File: src/rtl/johnson_decoder.sv
// johnson_decoder: registers a Johnson (twisted-ring) code sample, decodes it to a
// step index, flags illegal codes and out-of-sequence steps, and tracks lock once
// a clean run of successor steps has been observed.
//
// Handshake: code_in is consumed on every rising clk edge where code_valid is high.
// There is no back-pressure. Every output is registered, so the response to a
// sample appears one cycle after the edge that consumed it.
module johnson_decoder #(
  parameter int N        = 4,
  parameter int LOCK_LEN = 4,
  localparam int IW      = $clog2(2 * N)
) (
  input  logic          clk,
  input  logic          clr,
  input  logic [N-1:0]  code_in,
  input  logic          code_valid,
  output logic [IW-1:0] index_out,
  output logic          index_valid,
  output logic          illegal,
  output logic          seq_err,
  output logic          locked,
  output logic [7:0]    err_count
);

  // The "locked" output exposes this state directly, so it can serve as the state debug view.
  typedef enum logic {ACQUIRE = 1'b0, LOCKED = 1'b1} state_e;

  state_e        state_q, state_d;
  logic [IW-1:0] index_q, index_d;
  logic          index_valid_q, index_valid_d;
  logic          illegal_q, illegal_d;
  logic          seq_err_q, seq_err_d;
  logic          have_prev_q, have_prev_d;
  logic [7:0]    run_q, run_d;
  logic [7:0]    err_q, err_d;

  logic          dec_legal;
  logic [IW-1:0] dec_idx;
  logic [IW-1:0] succ_idx;
  logic          is_step;
  logic          is_err;

  // Code with the k lowest bits set: the first half of the Johnson cycle.
  function automatic logic [N-1:0] lsb_ones(input int k);
    logic [N-1:0] r;
    for (int i = 0; i < N; i++) r[i] = (i < k);
    return r;
  endfunction

  // Code with the p highest bits set: the second half of the Johnson cycle.
  function automatic logic [N-1:0] msb_ones(input int p);
    logic [N-1:0] r;
    for (int i = 0; i < N; i++) r[i] = (i >= N - p);
    return r;
  endfunction

  // Decode the sample: match it against the 2N legal Johnson codes.
  always_comb begin
    dec_legal = 1'b0;
    dec_idx   = '0;
    for (int k = 0; k <= N; k++) begin
      if (code_in == lsb_ones(k)) begin
        dec_legal = 1'b1;
        dec_idx   = IW'(k);
      end
    end
    for (int p = 1; p < N; p++) begin
      if (code_in == msb_ones(p)) begin
        dec_legal = 1'b1;
        dec_idx   = IW'(2 * N - p);
      end
    end
  end

  // Expected successor of the last legal index; 2N-1 wraps back to 0.
  always_comb begin
    if (index_q == IW'(2 * N - 1)) succ_idx = '0;
    else                           succ_idx = index_q + IW'(1);
  end

  // Per-sample classification: hold, successor step or sequence error.
  always_comb begin
    index_d       = index_q;
    index_valid_d = 1'b0;
    illegal_d     = 1'b0;
    seq_err_d     = 1'b0;
    have_prev_d   = have_prev_q;
    run_d         = run_q;
    is_step       = 1'b0;
    is_err        = 1'b0;
    if (code_valid) begin
      if (!dec_legal) begin
        illegal_d = 1'b1;
        run_d     = '0;
        is_err    = 1'b1;
      end else begin
        index_valid_d = 1'b1;
        index_d       = dec_idx;
        if (!have_prev_q) begin
          // First sample after reset has no history to compare against.
          have_prev_d = 1'b1;
          run_d       = '0;
        end else if (dec_idx == index_q) begin
          // Stalled counter: no change to run length.
          run_d = run_q;
        end else if (dec_idx == succ_idx) begin
          is_step = 1'b1;
          run_d   = (run_q == 8'hFF) ? run_q : run_q + 8'd1;
        end else begin
          seq_err_d = 1'b1;
          run_d     = '0;
          is_err    = 1'b1;
        end
      end
    end
  end

  // Saturating error counter: sticks at 255.
  always_comb begin
    err_d = err_q;
    if (is_err && (err_q != 8'hFF)) err_d = err_q + 8'd1;
  end

  // FSM next state: lock on the step that reaches LOCK_LEN, drop lock on any error.
  always_comb begin
    state_d = state_q;
    case (state_q)
      ACQUIRE: if (is_step && (run_d >= 8'(LOCK_LEN))) state_d = LOCKED;
      LOCKED:  if (is_err) state_d = ACQUIRE;
      default: state_d = ACQUIRE;
    endcase
  end

  // FSM and datapath registers with synchronous clear.
  always_ff @(posedge clk) begin
    if (clr) begin
      state_q       <= ACQUIRE;
      index_q       <= '0;
      index_valid_q <= 1'b0;
      illegal_q     <= 1'b0;
      seq_err_q     <= 1'b0;
      have_prev_q   <= 1'b0;
      run_q         <= '0;
      err_q         <= '0;
    end else begin
      state_q       <= state_d;
      index_q       <= index_d;
      index_valid_q <= index_valid_d;
      illegal_q     <= illegal_d;
      seq_err_q     <= seq_err_d;
      have_prev_q   <= have_prev_d;
      run_q         <= run_d;
      err_q         <= err_d;
    end
  end

  // FSM output decode and register-to-port mapping.
  always_comb begin
    locked      = (state_q == LOCKED);
    index_out   = index_q;
    index_valid = index_valid_q;
    illegal     = illegal_q;
    seq_err     = seq_err_q;
    err_count   = err_q;
  end

endmodule
File: config.mk
export PLATFORM = sky130hd
export DESIGN_NAME = johnson_decoder
export DESIGN_NICKNAME = d
export VERILOG_FILES = /design/src/rtl/johnson_decoder.sv
export SDC_FILE = /design/constraint.sdc
export NUM_CORES = 1
export LEC_CHECK = 0
export ABC_AREA = 1
export BUFFER_PORTS_ARGS = -buffer_cell sky130_fd_sc_hd__buf_2
export CAP_MARGIN = 20
export CORE_UTILIZATION = 55
export CTS_CLUSTER_DIAMETER = 100
export CTS_CLUSTER_SIZE = 24
export DETAILED_ROUTE_END_ITERATION = 10
export PLACE_DENSITY_LB_ADDON = 0.05
export SYNTH_ARGS = -nofsm -noshare
export SYNTH_HDL_FRONTEND = slang
export SYNTH_SLANG_ARGS = --single-unit
File: constraint.sdc
create_clock -name clk -period 2.7 [get_ports clk]
set_input_delay 0.135 -clock clk [delete_from_list [all_inputs] [get_ports clk]]
set_output_delay 0.135 -clock clk [all_outputs]
set_load 0.05 [all_outputs]
## Word-level counts from Yosys, hierarchy flattened

Cells that the tools add are included.

| word-level totals | value |
|---|---|
| register bits | 24 |
| word-level logic and storage cells | 70 |
| output and inout bits | 15 |
| input bits | 7 |

| operators by class | value |
|---|---|
| eq/ne operators | 12 |
| multiplexer cells | 37 |
| bitwise logic cells | 3 |
| $lt $le $gt $ge | 1 |
| $add $sub $neg | 3 |
| reductions and logical operators | 6 |

Operator list:

| operator | count |
|---|---|
| $mux W8 | 6 |
| $mux W1 | 23 |
| $mux W3 | 7 |
| $add A8 B1 Y8 const B | 2 |
| $eq A4 B4 Y1 const B | 4 |
| $eq A8 B8 Y1 const B | 1 |
| $ge A8 B3 Y1 const B | 1 |
| $ne A8 B8 Y1 const B | 1 |
| $eq A3 B3 Y1 | 2 |
| $eq A4 B1 Y1 const B | 1 |
| $eq A4 B2 Y1 const B | 1 |
| $eq A4 B3 Y1 const B | 1 |
| $logic_not A4 Y1 | 1 |
| $add A3 B1 Y3 const B | 1 |
| $eq A3 B3 Y1 const B | 1 |
| $not A1 Y1 | 3 |
| $reduce_or A3 Y1 | 1 |
| $logic_and A1 B1 Y1 | 2 |
| $pmux W1 S2 | 1 |
| $reduce_and A2 Y1 | 1 |
| $reduce_or A2 Y1 | 1 |

## Logic depth before layout (Yosys ltp)

Gate-level depths: netlist (run 1).

| depth | value |
|---|---|
| depth in word-level cells | 18 |
| gate-level depth with buffers | 19 |
| gate-level depth less buffers | 18 |

## Worst setup path before layout (run 1)

Ideal clock, no wire load.

| timing path | value |
|---|---|
| path type | flip-flop to flip-flop |
| start point | reg index_q[0], in the netlist index_out[0] |
| end point | reg state_q, in the netlist locked |
| buffers on the path | 0 |
| setup slack | 0.424 ns |
| library setup time | 0.132 ns |
| cell stages (with the launch flop) | 16 |
| clock period less this slack | 2.276 ns |
| required time | 2.568 ns |
| data arrival time | 2.143 ns |
| path through | dfxtp_1 > ha_1 > ha_1 > nand3b_1 > nand2_2 > nor2_4 > nand2_4 > nand2_1 > nand2_1 > inv_2 > a21oi_1 > nand2_1 > nor2_1 > nand2_1 > nand2_1 > a21oi_1 |

| on the way | value |
|---|---|
| cells in the longest elaborated chain, start to end | 12 |
| elaborated cells on any way between the ends | 25 |
| classes of those cells | add/sub: 1; order compare: 1; eq/ne: 3; mux: 19; reduce/logical: 1 |

Ends and longest elaborated chain:

| element | RTL line | RTL |
|---|---|---|
| start, declared | 29 | `logic [IW-1:0] index_q, index_d;` |
| start signal, assigned | 147 | `index_q <= index_d;` |
| $add A3 B1 Y3 or $eq A3 B3 Y1 (tied branches) | 78, 77 |  |
| $mux W3 | 77 | `if (index_q == IW'(2 * N - 1)) succ_idx = '0;` |
| $eq A3 B3 Y1 | 106 | `end else if (dec_idx == succ_idx) begin` |
| $mux W8 | 106 |  |
| $mux W8 | 103 | `end else if (dec_idx == index_q) begin` |
| $mux W8 | 99 | `if (!have_prev_q) begin` |
| $mux W8 | 92 | `if (!dec_legal) begin` |
| $mux W8 | 91 | `if (code_valid) begin` |
| $ge A8 B3 Y1 | 128 | `ACQUIRE: if (is_step && (run_d >= 8'(LOCK_LEN))) state_d = LOCKED;` |
| $logic_and A1 B1 Y1 | 128 |  |
| $mux W1 | 128 |  |
| $pmux W1 S2 (*) | 127 | `case (state_q)` |
| end signal, assigned | 146 | `state_q <= state_d;` |
| end, declared | 28 | `state_e state_q, state_d;` |

Every way passes the cells marked *; elsewhere a longest branch is shown, timed or not.
A chain may end at the register's enable or synchronous reset.

## Worst setup path in the final report (run 1)

Same ends and word-level chain as after synthesis.

==> flow_summary.toml, run 1 <==
[critical_path]
required_ns = 2.92
crit_chain = "ha_1, ha_1, nand3b_1, nand2_2, nor2_4, nand2_4, nand2_1, nand2_1, inv_2, a21oi_1, nand2_1, nor2_1, nand2_1, nand2_1, a21oi_1"
rr_endpoint = "locked$_SDFF_PP0_"
path_max_fanout = 6
cpMaxStageDelayCell = "dfxtp_1"
crit_type = "reg -> reg"
ff2ff_path_depth = 15
r2r_start = "index_out[0]$_SDFFE_PP0P_"
cp_data_arrival_time_ns = 2.30
startpoint_type = "flip-flop"
endpoint_kind = "flip-flop"
r2r_setup_slack_ns = 0.61
crit_cells = 15
crit_buf_inv = 1
cpMostUsedCell = "nand2_1"
slowest_delay_ns = 0.38
cp_top_family = "simple AND/OR/NAND/NOR gates"

[die]
dieArea_sq_um = 2990
core_area_sq_um = 2540
start_util_pct = 59.9
ioPinCount = 22
die_height_um = 54.6
die_x_um = 54.6
fp-row-count = 18

[logic_synthesis]
synth-edff-count = 0
ys.flop_type = "dfxtp_1"
yosys.area_share.simple_pct = 42.9
synth_compound_area_share_pct = 10.7
yosys.cell_count.top_type = "nand2_1"
ys_warn_count = 0
synth_xor_area_share_pct = 0.575
ys_ff_latch = 24
async_reset_ff_share_pct = 0
synthTopCellsByCount = "nand2_1, inv_1, dfxtp_1"
synth-adder-area-share_pct = 3.28
ys_seq_area_share_pct = 31.5
syn-cell-area_sq_um = 1520
synth_top_family_by_area = "simple AND/OR/NAND/NOR gates"
synthMuxAreaShare_pct = 0
yosysTopAreaCell = "dfxtp_1"
avgSynthCellArea_sq_um = 6.38
synth_nets = 250
syn-instance-count = 239
ys_types = 30
synth_top_area_share_pct = 31.5
synthTopCellsByArea = "dfxtp_1, nand2_1, inv_1"

[sta]
max_freq_mhz = 479
fin_skew_ns = 0.00416
tns_ns = 0
fin_crit_ns = 2.09
slew_viol_final = 0
worstMarginPinSlew_ns = 0.369
period_share_pct = 77.3
rsz0062_at_grt = "no"
hold_viol_final = 0
slew_headroom_pct = 75.4
setup_viol = 0

[worst_hold_path]
hp-class = "in -> reg"
timing.hold.worst_path_depth = 2
holdPathEnd = "run_q[3]$_SDFF_PP0_"
hp-start = "clr"

[global_route]
grt_pass1_wl_um = 4980
antenna_found_initial = 0
grt_max_degree = 20
gr-usage-all-layers_pct = 23.1
grt_pass1_vias = 1239
grt-ovfl-total = 0

[route]
drc_errors = 0
drt_iter0_drc = 34
drtPass1Iterations = 4
wirelength_um = 3130
avgRoutedWirePerCell_um = 10.8
viasPerCell = 5.11
final_antenna_net_count = 0
vias = 1488

[clock_network]
cts_sinks = 24
clkTransAtPathRegs_ns = 0.14
cts_tree = "built"
cts_resized = 0
cts_root_buffer = "clkbuf_4"
numCtsBuffers = 3
cts_max_level = 1
clock_path_buffers = 2
hold_buffers = 0
insertion_delay_ns = 0.33
post_cts_buffers = 0

[final_layout]
layout-drive-gt1-share_pct = 16.5
stdcell_count = 291
n_antenna_cell = 0
nNetsFinal = 273
final_area_sq_um = 1700
fillers = 245
syn_to_final_growth_pct = 11.6

[placed_design]
dpl.cell_count = 287
gp_congestion = 0.856
hpwl_um = 2400
port_buffers = 21
placed_cell_area_sq_um = 1650

[pwr]
peakVddDrop_mv = 0.312
p_leak_nw = 0.856
p_per_area_nw_per_um2 = 484

[run_status]
status = "finished, final reports clean"

[job]
drv_cap = 0
worst max path at each step:
| stage | start | endpoint | slack (ns) |
|---|---|---|---|
| 2_1_floorplan | index_out[0]$_SDFFE_PP0P_ | locked$_SDFF_PP0_ | 0.42 |
| 3_3_place_gp | index_out[0]$_SDFFE_PP0P_ | locked$_SDFF_PP0_ | 0.66 |
| 3_5_place_dp | index_out[0]$_SDFFE_PP0P_ | locked$_SDFF_PP0_ | 0.64 |
| 4_1_cts | index_out[0]$_SDFFE_PP0P_ | locked$_SDFF_PP0_ | 0.62 |
| 5_1_grt | index_out[0]$_SDFFE_PP0P_ | locked$_SDFF_PP0_ | 0.45 |
| 6_report | index_out[0]$_SDFFE_PP0P_ | locked$_SDFF_PP0_ | 0.61 |
placed cells by master (no fill, tap or decap), types with 3 or more instances in the layout:
| master | count |
|---|---|
| nand2_2 | 7 |
| o21ai_0 | 6 |
| nand3_1 | 19 |
| inv_1 | 39 |
| ha_1 | 4 |
| buf_2 | 21 |
| nand2_1 | 65 |
| a21oi_1 | 15 |
| nand4_1 | 5 |
| nor2_1 | 23 |
| nor3_1 | 7 |
| dfxtp_1 | 24 |
| clkbuf_4 | 3 |
registers in the layout, indices dropped and copies added, names as in the netlist:
signal       cells
index_out        3
index_valid      1
have_prev_q      1
seq_err          1
illegal          1
locked           1
err_count        8
run_q            8
kinds of logic (layout without fill, tap and decap cells):
kind of cell | count (synthesis) | count (layout)
xor gates and xnor gates | 1 | 1
adders and majority gates | 4 | 4
AOI/OAI and AO/OA | 29 | 29
buffers and inverters | 43 | 65
and+or+nand+nor | 138 | 138
DFF | 24 | 24
metrics by stage:
step           setup WS [ns]  total power, mW  hold slack [ns]  utilization, %
3_3_place_gp           0.660            0.564            0.448            64.7
5_1_grt                0.448            0.858            0.204            66.8
6_report               0.613            0.824            0.189            66.8
2_1_floorplan          0.424            0.532            0.326               -
4_1_cts                0.618            0.828            0.188            66.8
3_5_place_dp           0.643            0.565            0.446            64.7
report_power, final:
| group | leakage, nW | switching [mW] | internal [mW] |
|---|---|---|---|
| combinational | 0.633 | 0.133 | 0.0512 |
| clock | 0.0279 | 0.114 | 0.150 |
| sequential | 0.195 | 0.00901 | 0.365 |
| total | 0.856 | 0.257 | 0.567 |
metal layers:
metal / part of all wire, % / wire (um) / track usage, %
met1: 50 / 1560 / 28.5
met2: 47 / 1460 / 40.6
met3: 2.2 / 69 / 2.78
met4: 1.3 / 40 / 7.69
met5: 0 / 0 / 0
cell type report:
| type | count | area [sq um] | area share (%) |
|---|---|---|---|
| clock buffers | 3 | 22.5 | 1.32 |
| flip-flops and latches | 24 | 480 | 28.3 |
| clock inverters | 1 | 30.0 | 1.77 |
| multi-input cells | 172 | 875 | 51.4 |
| repair buffers | 21 | 105 | 6.18 |
| well taps | 30 | 37.5 | 2.21 |
| inverters | 40 | 150 | 8.83 |
No activity file was read; power rests on OpenSTA's default activity.
==> run 2: changes to the inputs <==
==> constraint.sdc (replaced) <==
create_clock -name clk -period 2.11 [get_ports clk]
set_input_delay 0.1055 -clock clk [delete_from_list [all_inputs] [get_ports clk]]
set_output_delay 0.1055 -clock clk [all_outputs]
set_load 0.05 [all_outputs]
==> flow_summary.toml, run 2 (synthesized netlist as in run 1, its figures left out) <==
[placed_design]
port_buffers = 21
hpwl_um = 2380
pre_cts_ws_ns = 0.0300
placed_cell_area_sq_um = 1670
gp_congestion = 0.851

[critical_path]
cpMaxStageDelayCell = "dfxtp_4"
startpoint_type = "flip-flop"
slowest_delay_ns = 0.37
endpoint_kind = "flip-flop"
crit_buf_inv = 1
cp_top_family = "simple AND/OR/NAND/NOR gates"
crit_chain = "ha_2, ha_4, nand3b_1, nand2_2, nor2_4, nand2_4, nand3_4, nand2_4, nand3_4, nor2_4, buf_6, a21oi_1, o21a_1"
path_max_fanout = 5
required_ns = 2.33
cp_data_arrival_time_ns = 2.27
crit_type = "reg -> reg"

[sta]
hold_viol_final = 0
setup_viol = 0
max_freq_mhz = 488
period_share_pct = 97.1
fin_crit_ns = 2.05
slew_viol_final = 0
worstMarginPinSlew_ns = 0.376
hold_slack_ns = 0.169
fin_skew_ns = 0.00999
slew_headroom_pct = 74.9
setup_ws_ns = 0.0604

[global_route]
grt_pass1_wl_um = 4960
grt-ovfl-total = 0
antenna_found_initial = 0
grt_max_degree = 20
gr-usage-all-layers_pct = 22.8
grt_pass1_vias = 1217

[route]
viasPerCell = 5.07
avgRoutedWirePerCell_um = 11.0
wl_met3_um = 107
drc_errors = 0
highest_layer = "met3"
wl_met2_um = 1510
drt_iter0_drc = 36
final_antenna_net_count = 0
drtPass1Iterations = 4
vias = 1507
drt-met1-wl_um = 1650
wirelength_um = 3270

[clock_network]
numCtsBuffers = 3
clkTransAtPathRegs_ns = 0.14
insertion_delay_ns = 0.32
cts_max_level = 1
cts_sinks = 24
clock_path_buffers = 2
cts_tree = "built"
cts_root_buffer = "clkbuf_4"

[die]
die_height_um = 54.6
core_area_sq_um = 2540
fp-row-count = 18
start_util_pct = 59.9
dieArea_sq_um = 2990
ioPinCount = 22
die_x_um = 54.6

[pwr]
p_leak_nw = 0.881
p_per_area_nw_per_um2 = 548
power_mw = 0.984
peakVddDrop_mv = 0.509

[final_layout]
final_area_sq_um = 1790
nNetsFinal = 279
final_cell_mix = "nand2_1, inv_1, nor2_1, dfxtp_1, buf_2"
layout-drive-gt1-share_pct = 22.8
n_antenna_cell = 0
post-route-util_pct = 70.5
syn_to_final_growth_pct = 17.7
final_common_cell = "nand2_1"

[worst_hold_path]
hp-class = "in -> reg"

[job]
drv_cap = 0

[run_status]
status = "finished, final reports clean"
==> run 2: cell count changes in the layout (fill, tap and decap cells not counted), sizes merged <==
cell / change
bufinv: -1
clkbuf: +1
buf: +6
==> run 2: cell type report <==
type                       instances  area (sq um)
inverter                          40           150
timing repair buffer              27           154
tap                               30          37.5
sequential                        24           487
fill                             239           751
clock buffer                       4          36.3
multi-input combinational        172           930
==> run 2: metal layers <==
metal,up-vias,global-route usage [%]
li1,820,-
met1,659,29.2
met2,28,39.6
met3,0,4.17
met4,0,3.85
met5,-,0
==> run 2: final timing paths <==
check / from / to / slack (ns) / cells after the start
hold reg to reg: err_count[4]$_SDFFE_PP0P_ / err_count[4]$_SDFFE_PP0P_ / 0.47 / 2
setup / recovery: index_out[0]$_SDFFE_PP0P_ / err_count[3]$_SDFFE_PP0P_ / 0.06 / 13
hold / removal: clr / run_q[2]$_SDFF_PP0_ / 0.17 / 2
setup reg to reg: index_out[0]$_SDFFE_PP0P_ / err_count[3]$_SDFFE_PP0P_ / 0.06 / 13
==> run 2: metrics by stage <==
stage | std cells | TNS [ns]
4_1_cts | 293 | 0
2_1_floorplan | 239 | 0
3_5_place_dp | 289 | 0
6_report | 297 | 0
3_3_place_gp | 289 | 0
5_1_grt | 297 | -0.0428
==> run 2: repair_timing <==
item                       in CTS  in global routing
resized for setup               0                 13
hold buffers                    0                  0
setup endpoints to repair       0                  5
setup buffers                   0                  4
==> run 2: worst reg2reg max path: cells and delay by family, from the launching register on <==
| kind | cells | cell delay (ns) |
|---|---|---|
| buf+inv | 1 | 0.12 |
| flops | 1 | 0.37 |
| fa+ha+maj | 2 | 0.43 |
| simple gates | 8 | 0.88 |
| compound gates | 2 | 0.16 |
==> run 2: report_power, final <==
part / internal, mW / switching (mW)
Clock: 0.105 / 0.142
Combinational: 0.0768 / 0.179
Sequential: 0.468 / 0.0126
